===== config.mk =====
export PLATFORM = sky130hd
export DESIGN_NAME = bcd_seg_mux_flat
export DESIGN_NICKNAME = d
export VERILOG_FILES = /design/src/rtl/bcd_pkg.sv /design/src/rtl/bcd_seg_mux_if.sv /design/src/rtl/seg7_decode.sv /design/src/rtl/bcd_seg_mux.sv /design/src/flat_wrapper.sv
export SDC_FILE = /design/constraint.sdc
export NUM_CORES = 1
export LEC_CHECK = 0
export CAP_MARGIN = 20
export CORE_ASPECT_RATIO = 1.75
export CORE_MARGIN = 1.5
export CORE_UTILIZATION = 35
export DETAILED_ROUTE_END_ITERATION = 16
export PLACE_DENSITY = 0.58
export SLEW_MARGIN = 5
export SYNTH_ARGS = -nofsm -noshare
export SYNTH_HDL_FRONTEND = slang
export SYNTH_SLANG_ARGS = --single-unit
export TNS_END_PERCENT = 100

===== constraint.sdc =====
create_clock -name clk -period 2.44 [get_ports clk]
set_input_delay 0.61 -clock clk [delete_from_list [all_inputs] [get_ports clk]]
set_output_delay 0.61 -clock clk [all_outputs]
set_load 0.02 [all_outputs]

===== src/rtl/bcd_pkg.sv =====
// Shared constants for the BCD display path: segment patterns (active-high,
// bit order {g,f,e,d,c,b,a}) and the scan slot encoding.
package bcd_pkg;

    localparam logic [6:0] SEG_0     = 7'h3F;
    localparam logic [6:0] SEG_1     = 7'h06;
    localparam logic [6:0] SEG_2     = 7'h5B;
    localparam logic [6:0] SEG_3     = 7'h4F;
    localparam logic [6:0] SEG_4     = 7'h66;
    localparam logic [6:0] SEG_5     = 7'h6D;
    localparam logic [6:0] SEG_6     = 7'h7D;
    localparam logic [6:0] SEG_7     = 7'h07;
    localparam logic [6:0] SEG_8     = 7'h7F;
    localparam logic [6:0] SEG_9     = 7'h6F;
    localparam logic [6:0] SEG_DASH  = 7'h40;
    localparam logic [6:0] SEG_E     = 7'h79;
    localparam logic [6:0] SEG_BLANK = 7'h00;

    typedef enum logic [1:0] {
        SLOT_ONES     = 2'd0,
        SLOT_TENS     = 2'd1,
        SLOT_HUNDREDS = 2'd2,
        SLOT_SIGN     = 2'd3
    } slot_t;

    function automatic slot_t nextSlot(input slot_t s);
        case (s)
            SLOT_ONES:     return SLOT_TENS;
            SLOT_TENS:     return SLOT_HUNDREDS;
            SLOT_HUNDREDS: return SLOT_SIGN;
            default:       return SLOT_ONES;
        endcase
    endfunction

endpackage


===== src/rtl/bcd_seg_mux_if.sv =====
// Bundle between the BCD converter result / display pins and the display stage.
interface bcd_seg_mux_if;

    logic       sign;
    logic [3:0] hundreds;
    logic [3:0] tens;
    logic [3:0] ones;
    logic       data_ready;
    logic [6:0] seg;
    logic [3:0] an;
    logic       disp_valid;
    logic       err;

    modport master (
        output sign, hundreds, tens, ones, data_ready,
        input  seg, an, disp_valid, err
    );

    modport slave (
        input  sign, hundreds, tens, ones, data_ready,
        output seg, an, disp_valid, err
    );

endinterface


===== src/rtl/seg7_decode.sv =====
// Combinational 7-segment decoder: blank wins over dash, dash wins over the
// nibble; nibbles above 9 render as 'E'. Output is active-high.
module seg7_decode
    import bcd_pkg::*;
(
    input  logic       i_blank,
    input  logic       i_dash,
    input  logic [3:0] i_nibble,
    output logic [6:0] o_seg
);

    always_comb begin
        o_seg = SEG_BLANK;
        if (i_blank) begin
            o_seg = SEG_BLANK;
        end else if (i_dash) begin
            o_seg = SEG_DASH;
        end else begin
            case (i_nibble)
                4'd0:    o_seg = SEG_0;
                4'd1:    o_seg = SEG_1;
                4'd2:    o_seg = SEG_2;
                4'd3:    o_seg = SEG_3;
                4'd4:    o_seg = SEG_4;
                4'd5:    o_seg = SEG_5;
                4'd6:    o_seg = SEG_6;
                4'd7:    o_seg = SEG_7;
                4'd8:    o_seg = SEG_8;
                4'd9:    o_seg = SEG_9;
                default: o_seg = SEG_E;
            endcase
        end
    end

endmodule


===== src/rtl/bcd_seg_mux.sv =====
// 4-digit multiplexed 7-segment display stage: captures sign/hundreds/tens/ones
// on data_ready and scans them out with leading-zero blanking and 'E' for bad digits.
module bcd_seg_mux
    import bcd_pkg::*;
#(
    parameter int SCAN_DIV       = 1000,
    parameter int LZ_BLANK       = 1,
    parameter int SEG_ACTIVE_LOW = 1,
    parameter int AN_ACTIVE_LOW  = 1
) (
    input  logic          clk,
    input  logic          rst,
    bcd_seg_mux_if.slave  bus
);

    localparam int              CNT_W   = (SCAN_DIV > 1) ? $clog2(SCAN_DIV) : 1;
    localparam logic [CNT_W-1:0] CNT_MAX = CNT_W'(SCAN_DIV - 1);
    localparam logic [6:0]      SEG_OFF = (SEG_ACTIVE_LOW != 0) ? 7'h7F : 7'h00;
    localparam logic [3:0]      AN_OFF  = (AN_ACTIVE_LOW != 0) ? 4'hF : 4'h0;

    logic             r_sign;
    logic [3:0]       r_hundreds;
    logic [3:0]       r_tens;
    logic [3:0]       r_ones;
    logic             r_valid;
    logic             r_err;
    logic [CNT_W-1:0] r_cnt;
    slot_t            r_slot;
    logic [6:0]       r_seg;
    logic [3:0]       r_an;

    logic             w_anyBad;
    logic             w_blank;
    logic             w_dash;
    logic [3:0]       w_nibble;
    logic [6:0]       w_segPat;
    logic [3:0]       w_anHot;

    assign w_anyBad = (bus.hundreds > 4'd9) || (bus.tens > 4'd9) || (bus.ones > 4'd9);

    always_ff @(posedge clk or negedge rst) begin
        if (!rst) begin
            r_sign     <= 1'b0;
            r_hundreds <= 4'd0;
            r_tens     <= 4'd0;
            r_ones     <= 4'd0;
            r_valid    <= 1'b0;
            r_err      <= 1'b0;
        end else if (bus.data_ready) begin
            r_sign     <= bus.sign;
            r_hundreds <= bus.hundreds;
            r_tens     <= bus.tens;
            r_ones     <= bus.ones;
            r_valid    <= 1'b1;
            r_err      <= w_anyBad;
        end
    end

    // The scan is parked at slot0 until the first capture, so a fresh display
    // always starts its first frame on the ones digit.
    always_ff @(posedge clk or negedge rst) begin
        if (!rst) begin
            r_cnt  <= '0;
            r_slot <= SLOT_ONES;
        end else if (!r_valid) begin
            r_cnt  <= '0;
            r_slot <= SLOT_ONES;
        end else if (r_cnt == CNT_MAX) begin
            r_cnt  <= '0;
            r_slot <= nextSlot(r_slot);
        end else begin
            r_cnt  <= r_cnt + CNT_W'(1);
        end
    end

    // A digit above 9 is never zero, so it naturally defeats leading-zero blanking.
    always_comb begin
        w_blank  = 1'b0;
        w_dash   = 1'b0;
        w_nibble = 4'd0;
        case (r_slot)
            SLOT_ONES: begin
                w_nibble = r_ones;
            end
            SLOT_TENS: begin
                w_nibble = r_tens;
                w_blank  = (LZ_BLANK != 0) && (r_hundreds == 4'd0) && (r_tens == 4'd0);
            end
            SLOT_HUNDREDS: begin
                w_nibble = r_hundreds;
                w_blank  = (LZ_BLANK != 0) && (r_hundreds == 4'd0);
            end
            default: begin
                w_dash  = r_sign;
                w_blank = !r_sign;
            end
        endcase
    end

    seg7_decode u_decode (
        .i_blank  (w_blank),
        .i_dash   (w_dash),
        .i_nibble (w_nibble),
        .o_seg    (w_segPat)
    );

    assign w_anHot = 4'b0001 << r_slot;

    always_ff @(posedge clk or negedge rst) begin
        if (!rst) begin
            r_seg <= SEG_OFF;
            r_an  <= AN_OFF;
        end else if (!r_valid) begin
            r_seg <= SEG_OFF;
            r_an  <= AN_OFF;
        end else begin
            r_seg <= (SEG_ACTIVE_LOW != 0) ? ~w_segPat : w_segPat;
            r_an  <= (AN_ACTIVE_LOW != 0) ? ~w_anHot : w_anHot;
        end
    end

    assign bus.seg        = r_seg;
    assign bus.an         = r_an;
    assign bus.disp_valid = r_valid;
    assign bus.err        = r_err;

endmodule


===== src/flat_wrapper.sv =====
// flat-port wrapper written by rule: the top's interface ports become plain ports
module bcd_seg_mux_flat import bcd_pkg::*;
#(
    parameter int SCAN_DIV       = 1000,
    parameter int LZ_BLANK       = 1,
    parameter int SEG_ACTIVE_LOW = 1,
    parameter int AN_ACTIVE_LOW  = 1
)
  (clk, rst, bus_sign, bus_hundreds, bus_tens, bus_ones, bus_data_ready, bus_seg, bus_an, bus_disp_valid, bus_err);
  bcd_seg_mux_if bus_i ();
  input  logic clk;
  input  logic rst;
  input wire logic [$bits(bus_i.sign)-1:0] bus_sign;
  input wire logic [$bits(bus_i.hundreds)-1:0] bus_hundreds;
  input wire logic [$bits(bus_i.tens)-1:0] bus_tens;
  input wire logic [$bits(bus_i.ones)-1:0] bus_ones;
  input wire logic [$bits(bus_i.data_ready)-1:0] bus_data_ready;
  output wire logic [$bits(bus_i.seg)-1:0] bus_seg;
  output wire logic [$bits(bus_i.an)-1:0] bus_an;
  output wire logic [$bits(bus_i.disp_valid)-1:0] bus_disp_valid;
  output wire logic [$bits(bus_i.err)-1:0] bus_err;
  assign bus_i.sign = bus_sign;
  assign bus_i.hundreds = bus_hundreds;
  assign bus_i.tens = bus_tens;
  assign bus_i.ones = bus_ones;
  assign bus_i.data_ready = bus_data_ready;
  assign bus_seg = bus_i.seg;
  assign bus_an = bus_i.an;
  assign bus_disp_valid = bus_i.disp_valid;
  assign bus_err = bus_i.err;
  bcd_seg_mux #(.SCAN_DIV(SCAN_DIV), .LZ_BLANK(LZ_BLANK), .SEG_ACTIVE_LOW(SEG_ACTIVE_LOW), .AN_ACTIVE_LOW(AN_ACTIVE_LOW)) u_core (.clk(clk), .rst(rst), .bus(bus_i));
endmodule

==> results of run 1 <==
-- per-layer routing --
metal / global-route usage, % / up-vias / share of wire, %
met4: 5.367 / 0 / 1.8
met1: 15.83 / 602 / 38
met2: 25.26 / 33 / 56
li1: - / 627 / -
met5: 0 / - / 0
met3: 2.914 / 6 / 3.9
-- final cells by class --
class / instances / area [um2]
clock buffer: 7 / 86.33
clock inverter: 1 / 5.005
fill: 485 / 2723
inverter: 9 / 33.78
multi-input combinational: 108 / 792.0
sequential: 38 / 964.7
tap: 54 / 67.56
timing repair buffer: 32 / 305.3
-- logic make-up after synthesis --
logic type / count (synthesis) / synth area share, %
AOI/OAI and AO/OA: 21 / 8.300
buffers and inverters: 14 / 2.905
and+or+nand+nor: 50 / 13.07
DFF: 38 / 53.32
adders and majority gates: 11 / 7.607
xor gates and xnor gates: 8 / 3.873
muxes: 18 / 10.93
-- worst paths after layout --
kind,endpoint,slack [ns]
max in group asynchronous,u_core.r_cnt[0]$_DFF_PN0_,1.54
worst min register to register,u_core.r_cnt[0]$_DFF_PN0_,0.46
worst min-delay path,u_core.r_cnt[8]$_DFF_PN0_,0.41
min in group clk,u_core.r_cnt[0]$_DFF_PN0_,0.46
worst max register to register,u_core.bus.seg[4]$_DFF_PN1_,0.12
worst max-delay path,u_core.bus.seg[4]$_DFF_PN1_,0.12
-- power groups by stage --
stage | clock [mW] | sequential (mW) | combinational [mW]
4_1_cts | 0.449 | 0.821 | 0.337
2_1_floorplan | 0 | 0.834 | 0.199
5_1_grt | 0.472 | 0.838 | 0.380
3_3_place_gp | 0 | 0.828 | 0.325
3_5_place_dp | 0 | 0.832 | 0.334
6_report | 0.433 | 0.820 | 0.334
-- sequential cells by signal, indices dropped and copies added (netlist names) --
name	count
u_core.bus.an	4
u_core.bus.disp_valid	1
u_core.bus.err	1
u_core.bus.seg	7
u_core.r_cnt	10
u_core.r_hundreds	4
u_core.r_ones	4
u_core.r_sign	1
u_core.r_slot	2
u_core.r_tens	4
-- what timing repair did --
action / 4_1_cts / 5_1_grt
setup endpoints to repair: 0 / 2
buffers inserted: 0 / 1
hold buffers: 0 / 0
-- stage by stage --
| stage | setup WS (ns) | total power, mW |
|---|---|---|
| detailed placement | 0.1479 | 1.166 |
| floorplan | 0.4115 | 1.034 |
| global route | -0.06179 | 1.689 |
| CTS | 0.1268 | 1.607 |
| finish | 0.1153 | 1.587 |
| global placement | 0.2974 | 1.153 |
-- placed cells by master, fill, tap and decap left out, types with 2 or more instances in the layout --
| cell | n |
|---|---|
| a21oi_1 | 2 |
| dfrtp_1 | 27 |
| nor2_1 | 15 |
| mux2i_1 | 4 |
| nor3_1 | 3 |
| dfstp_2 | 11 |
| xnor2_1 | 5 |
| nand2_1 | 15 |
| nand4_1 | 2 |
| ha_1 | 11 |
| o21ai_0 | 8 |
| buf_4 | 4 |
| xor2_1 | 3 |
| inv_1 | 9 |
| clkdlybuf4s50_1 | 27 |
| clkbuf_8 | 6 |
| nand3_1 | 3 |
| or4_1 | 2 |
| mux2_2 | 14 |
| a222oi_1 | 4 |
| and2_1 | 4 |
-- critical path, delay by kind of cell (launching register included) --
family / cells / cell delay, ns
DFF: 1 / 0.41
adders and majority gates: 2 / 0.48
buffers and inverters: 2 / 0.29
and+or+nand+nor: 3 / 0.66
AOI/OAI and AO/OA: 1 / 0.42
==> out/results.ini, run 1 <==
[run_status]
outcome=completed

[pwr]
p_per_area_nw_per_um2=704.1
pwr-share-comb_pct=21.1
p_leak_nw=0.9947
seqPwrFrac_pct=51.7
internal_power_mw=1.141
power.switching_mw=0.4465
p_clk_share_pct=27.3
ir_drop_v=0.0004798
p_sw_share_pct=28.13

[synth]
netlist_instances=160
ys_seq_area_share_pct=53.32
async_reset_ff_share_pct=100.0
ys_ff_latch=38
synth_edf_count=0
synth_top_area_share_pct=37.34
netlist_top_cells_area=dfrtp_1 (37%), dfstp_2 (16%), mux2_2 (8.7%)
synth_area_leader_cell=dfrtp_1
synth_area_per_cell_um2=11.31
synth_commonest_cells=dfrtp_1 (27), nand2_1 (15), nor2_1 (15)
yosysWarningCount=0
yosysMostFrequentCell=dfrtp_1
syn_nets=187
netlist_area_um2=1809
ys_types=32
ys_dominant_reg_cell=dfrtp_1

[placed_design]
portBuffers=28
placed_area_um2=2156
gp_congestion=0.8504
dp.cells=240
hpwl_um=2730

[worst_setup_path]
crit_chain=inv_1, ha_1, a222oi_1, buf_4, nor2_1, ha_1, or4b_1, nand3_1
crit_path_end_kind=register
worst_setup_path_start_kind=register
startpoint=u_core.r_slot[1]$_DFFE_PN0P_
setup.worst_path.class=reg -> reg
slowest_delay_ns=0.50
slowest_stage=or4b_1
cp.arrival_ns=2.55
cp_max_fo=6
critPathMostFrequentCell=ha_1
r2r-start=u_core.r_slot[1]$_DFFE_PN0P_
r2r_cells=8
crit_required_ns=2.66

[cts]
cts_tree=built
htreeDepth=2
clock_latency_ns=0.28
root_buffer=clkbuf_8
cts.clk_slew.worst_paths_ns=0.07
clock-sinks=38
cts.repair.resized=0
clock_path_buffers=2
numCtsBuffers=5

[flow_run]
maxCapViolCount=0

[grt]
grt_pass1_vias=1340
antenna_found_initial=0
grt-ovfl-total=0
grt_usage_pct=14.09
grt_pass1_wl_um=6279
grt_max_degree=39

[timing]
hold_ws_ns=0.4058
setup_viol=0
slew_viol_final=0
fmax_mhz=430.2
finalSetupTns_ns=0
worst_pin_slew_ns=0.7876
period_share_pct=95.27
finClkSkew_ns=0.004134
slew_headroom_pct=47.49
final_hold_viol_count=0
finalCriticalPeriod_ns=2.325

[floorplanning]
dieArea_um2=5627
die_w_um=57.35
rows=34
die_h_um=98.11
io_pins=29
coreArea_um2=4977
start_util_pct=36.35

[detailed_routing]
drtPass1Iterations=5
vias=1268
drc=0
ant_nets=0
avgRoutedWirePerCell_um=14.18
viasPerCell=5.092
drt_iter0_drc=23
drt_wl_total_um=3532

[final_layout]
drive_gt1_share_pct=20.00
syn2layout_area_growth_pct=24.62
fin_area_um2=2255
diodes=0
stdcell_count=249
fin_nets=221
final_core_util_pct=45.30

[worst_hold_path]
min_path_type=in -> async

Note: power is estimated with default switching activity, not from simulation.
==> run 2, diff against run 1 <==
--- a/config.mk
+++ b/config.mk
@@ -6,11 +6,14 @@
 export NUM_CORES = 1
 export LEC_CHECK = 0
 export CAP_MARGIN = 20
+export CELL_PAD_IN_SITES_DETAIL_PLACEMENT = 1
+export CELL_PAD_IN_SITES_GLOBAL_PLACEMENT = 1
 export CORE_ASPECT_RATIO = 1.75
 export CORE_MARGIN = 1.5
 export CORE_UTILIZATION = 35
 export DETAILED_ROUTE_END_ITERATION = 16
-export PLACE_DENSITY = 0.58
+export MAX_ROUTING_LAYER = met4
+export PLACE_DENSITY = 0.7
 export SLEW_MARGIN = 5
 export SYNTH_ARGS = -nofsm -noshare
 export SYNTH_HDL_FRONTEND = slang
==> out/results.ini, run 2 (synthesized netlist as in run 1, its figures left out) <==
[run_status]
outcome=completed  ; unchanged

[grt]
grt_pass1_vias=1405  ; was 1340
grt_pass1_wl_um=6858  ; was 6279 um
grt.met2_usage_pct=28.67  ; was 25.26%
grt-ovfl-total=0  ; unchanged
top_usage_layer=met2  ; unchanged
grt_usage_pct=16.51  ; was 14.09%
grt_max_degree=39  ; unchanged
met3_usage_pct=3.709  ; was 2.914%
use_met1_pct=16.91  ; was 15.83%
antenna_found_initial=0  ; unchanged

[timing]
finalCriticalPeriod_ns=2.214  ; was 2.325 ns
fin_ws_ns=0.2263  ; was 0.1153 ns
fmax_mhz=451.7  ; was 430.2 MHz
slew_headroom_pct=45.38  ; was 47.49%
finalSetupTns_ns=0  ; unchanged
hold_ws_ns=0.4045  ; was 0.4058 ns
slew_viol_final=0  ; unchanged
setup_viol=0  ; unchanged
rsz0062_at_grt=false
finClkSkew_ns=0.006332  ; was 0.004134 ns
worst_pin_slew_ns=0.8193  ; was 0.7876 ns
final_hold_viol_count=0  ; unchanged
period_share_pct=90.73  ; was 95.27%

[detailed_routing]
drtPass1Iterations=4  ; was 5
vias=1309  ; was 1268
viasPerCell=5.257  ; was 5.092
drt_wl_total_um=3942  ; was 3532 um
ant_nets=0  ; unchanged
avgRoutedWirePerCell_um=15.83  ; was 14.18 um
drt_iter0_drc=25  ; was 23
drc=0  ; unchanged

[final_layout]
diodes=0  ; unchanged
final_cell_mix=clkdlybuf4s50_1 (27), dfrtp_1 (26), nor2_1 (15), nand2_1 (15), mux2_2 (14)  ; was clkdlybuf4s50_1 (27), dfrtp_1 (27), nor2_1 (15), nand2_1 (15), mux2_2 (14)
fin_area_um2=2267  ; was 2255 um2
final_common_cell=clkdlybuf4s50_1
drive_gt1_share_pct=22.56  ; was 20.00%
largest_reg_flops=10  ; unchanged
syn2layout_area_growth_pct=25.31  ; was 24.62%
fin_nets=221  ; unchanged
top_register=u_core.r_cnt  ; unchanged
final_core_util_pct=45.55  ; was 45.30%
stdcell_count=249  ; unchanged

[placed_design]
hpwl_um=3090  ; was 2730 um
portBuffers=28  ; unchanged
gp_congestion=0.8412  ; was 0.8504
dp.cells=240  ; unchanged
pre_cts_ws_ns=0.1245  ; was 0.1479 ns
placed_area_um2=2156  ; unchanged

[pwr]
p_clk_share_pct=27.9  ; was 27.3%
ir_drop_v=0.0004098  ; was 0.0004798 V
p_per_area_nw_per_um2=711.7  ; was 704.1 nW/um2
internal_power_mw=1.140  ; was 1.141 mW
p_sw_share_pct=29.34  ; was 28.13%
seqPwrFrac_pct=51.1  ; was 51.7%
pwr-share-comb_pct=21.1  ; about the same
p_leak_nw=0.9880  ; was 0.9947 nW
power.switching_mw=0.4734  ; was 0.4465 mW
power_mw=1.614  ; was 1.587 mW

[worst_setup_path]
cp.arrival_ns=2.44  ; was 2.55 ns
crit_required_ns=2.67  ; was 2.66 ns
cp_max_fo=7  ; was 6
setup.worst_path.class=reg -> reg  ; unchanged
r2r_setup_slack_ns=0.23  ; was 0.12 ns
crit_path_end_kind=register  ; unchanged
worst_setup_path_start_kind=register  ; unchanged

[floorplanning]
die_h_um=98.11  ; unchanged
start_util_pct=36.35  ; unchanged
io_pins=29  ; unchanged
die_w_um=57.35  ; unchanged
dieArea_um2=5627  ; unchanged
coreArea_um2=4977  ; unchanged
rows=34  ; unchanged

[cts]
clock_latency_ns=0.29  ; was 0.28 ns
cts_tree=built  ; unchanged
hold_buffers=0  ; unchanged
numCtsBuffers=5  ; unchanged
clock_path_buffers=2  ; unchanged
htreeDepth=2  ; unchanged
cts.clk_slew.worst_paths_ns=0.08  ; was 0.07 ns
clock-sinks=38  ; unchanged
root_buffer=clkbuf_8  ; unchanged

[flow_run]
maxCapViolCount=0  ; unchanged

[worst_hold_path]
min_path_type=in -> async  ; unchanged

[run 2: cell count changes in the layout (fill, tap and decap cells not counted)]
cell	delta
clkinvlp_4	+1
dfrtp_1	-1
ha_1	-3
dfrtp_2	+1
ha_2	+3
clkbuf_1	-1
[run 2: timing repair]
item                       4_1_cts  5_1_grt
setup endpoints to repair        0        5
gates resized for setup          0        4
buffers inserted                 0        1
hold endpoints to repair         0        0
[run 2: path summary, 6_finish.rpt]
| check | endpoint | cells after the start | start |
|---|---|---|---|
| worst min-delay path | u_core.r_cnt[5]$_DFF_PN0_ | 1 | rst |
| min in group clk | u_core.r_cnt[0]$_DFF_PN0_ | 1 | u_core.r_cnt[0]$_DFF_PN0_ |
| max in group asynchronous | u_core.r_slot[1]$_DFFE_PN0P_ | 1 | rst |
| worst max-delay path | u_core.bus.seg[4]$_DFF_PN1_ | 7 | u_core.r_slot[0]$_DFFE_PN0P_ |
| worst min register to register | u_core.r_cnt[0]$_DFF_PN0_ | 1 | u_core.r_cnt[0]$_DFF_PN0_ |
| worst max register to register | u_core.bus.seg[4]$_DFF_PN1_ | 7 | u_core.r_slot[0]$_DFFE_PN0P_ |
[run 2: metal layers]
metal,share of wire [%],up-vias
li1,-,622
met1,36,646
met2,57,31
met3,3.2,10
met4,3.5,0
met5,0,-
[run 2: power groups by stage]
stage,Clock (mW),Combinational [mW],Sequential [mW]
after floorplan,0,0.199,0.834
after global placement,0,0.327,0.830
after detailed placement,0,0.340,0.836
after CTS,0.464,0.343,0.825
after global routing,0.487,0.390,0.839
final,0.450,0.340,0.824
[run 2: worst max-delay path, cell delays in order, from the launching register on]
cell and delay, ns:
dfrtp_1 0.41, inv_1 0.10, ha_2 0.24, a222oi_1 0.40, nor2_1 0.15, ha_1 0.24, or4b_1 0.51, nand3_1 0.10
[run 2: area by class of cell]
class | instances | area (um2)
Clock buffer | 6 | 82.58
Clock inverter | 2 | 12.51
Fill cell | 548 | 2710
Inverter | 9 | 33.78
Tap cell | 54 | 67.56
Timing Repair Buffer | 32 | 305.3
Sequential cell | 38 | 965.9
Multi-Input combinational cell | 108 | 799.5
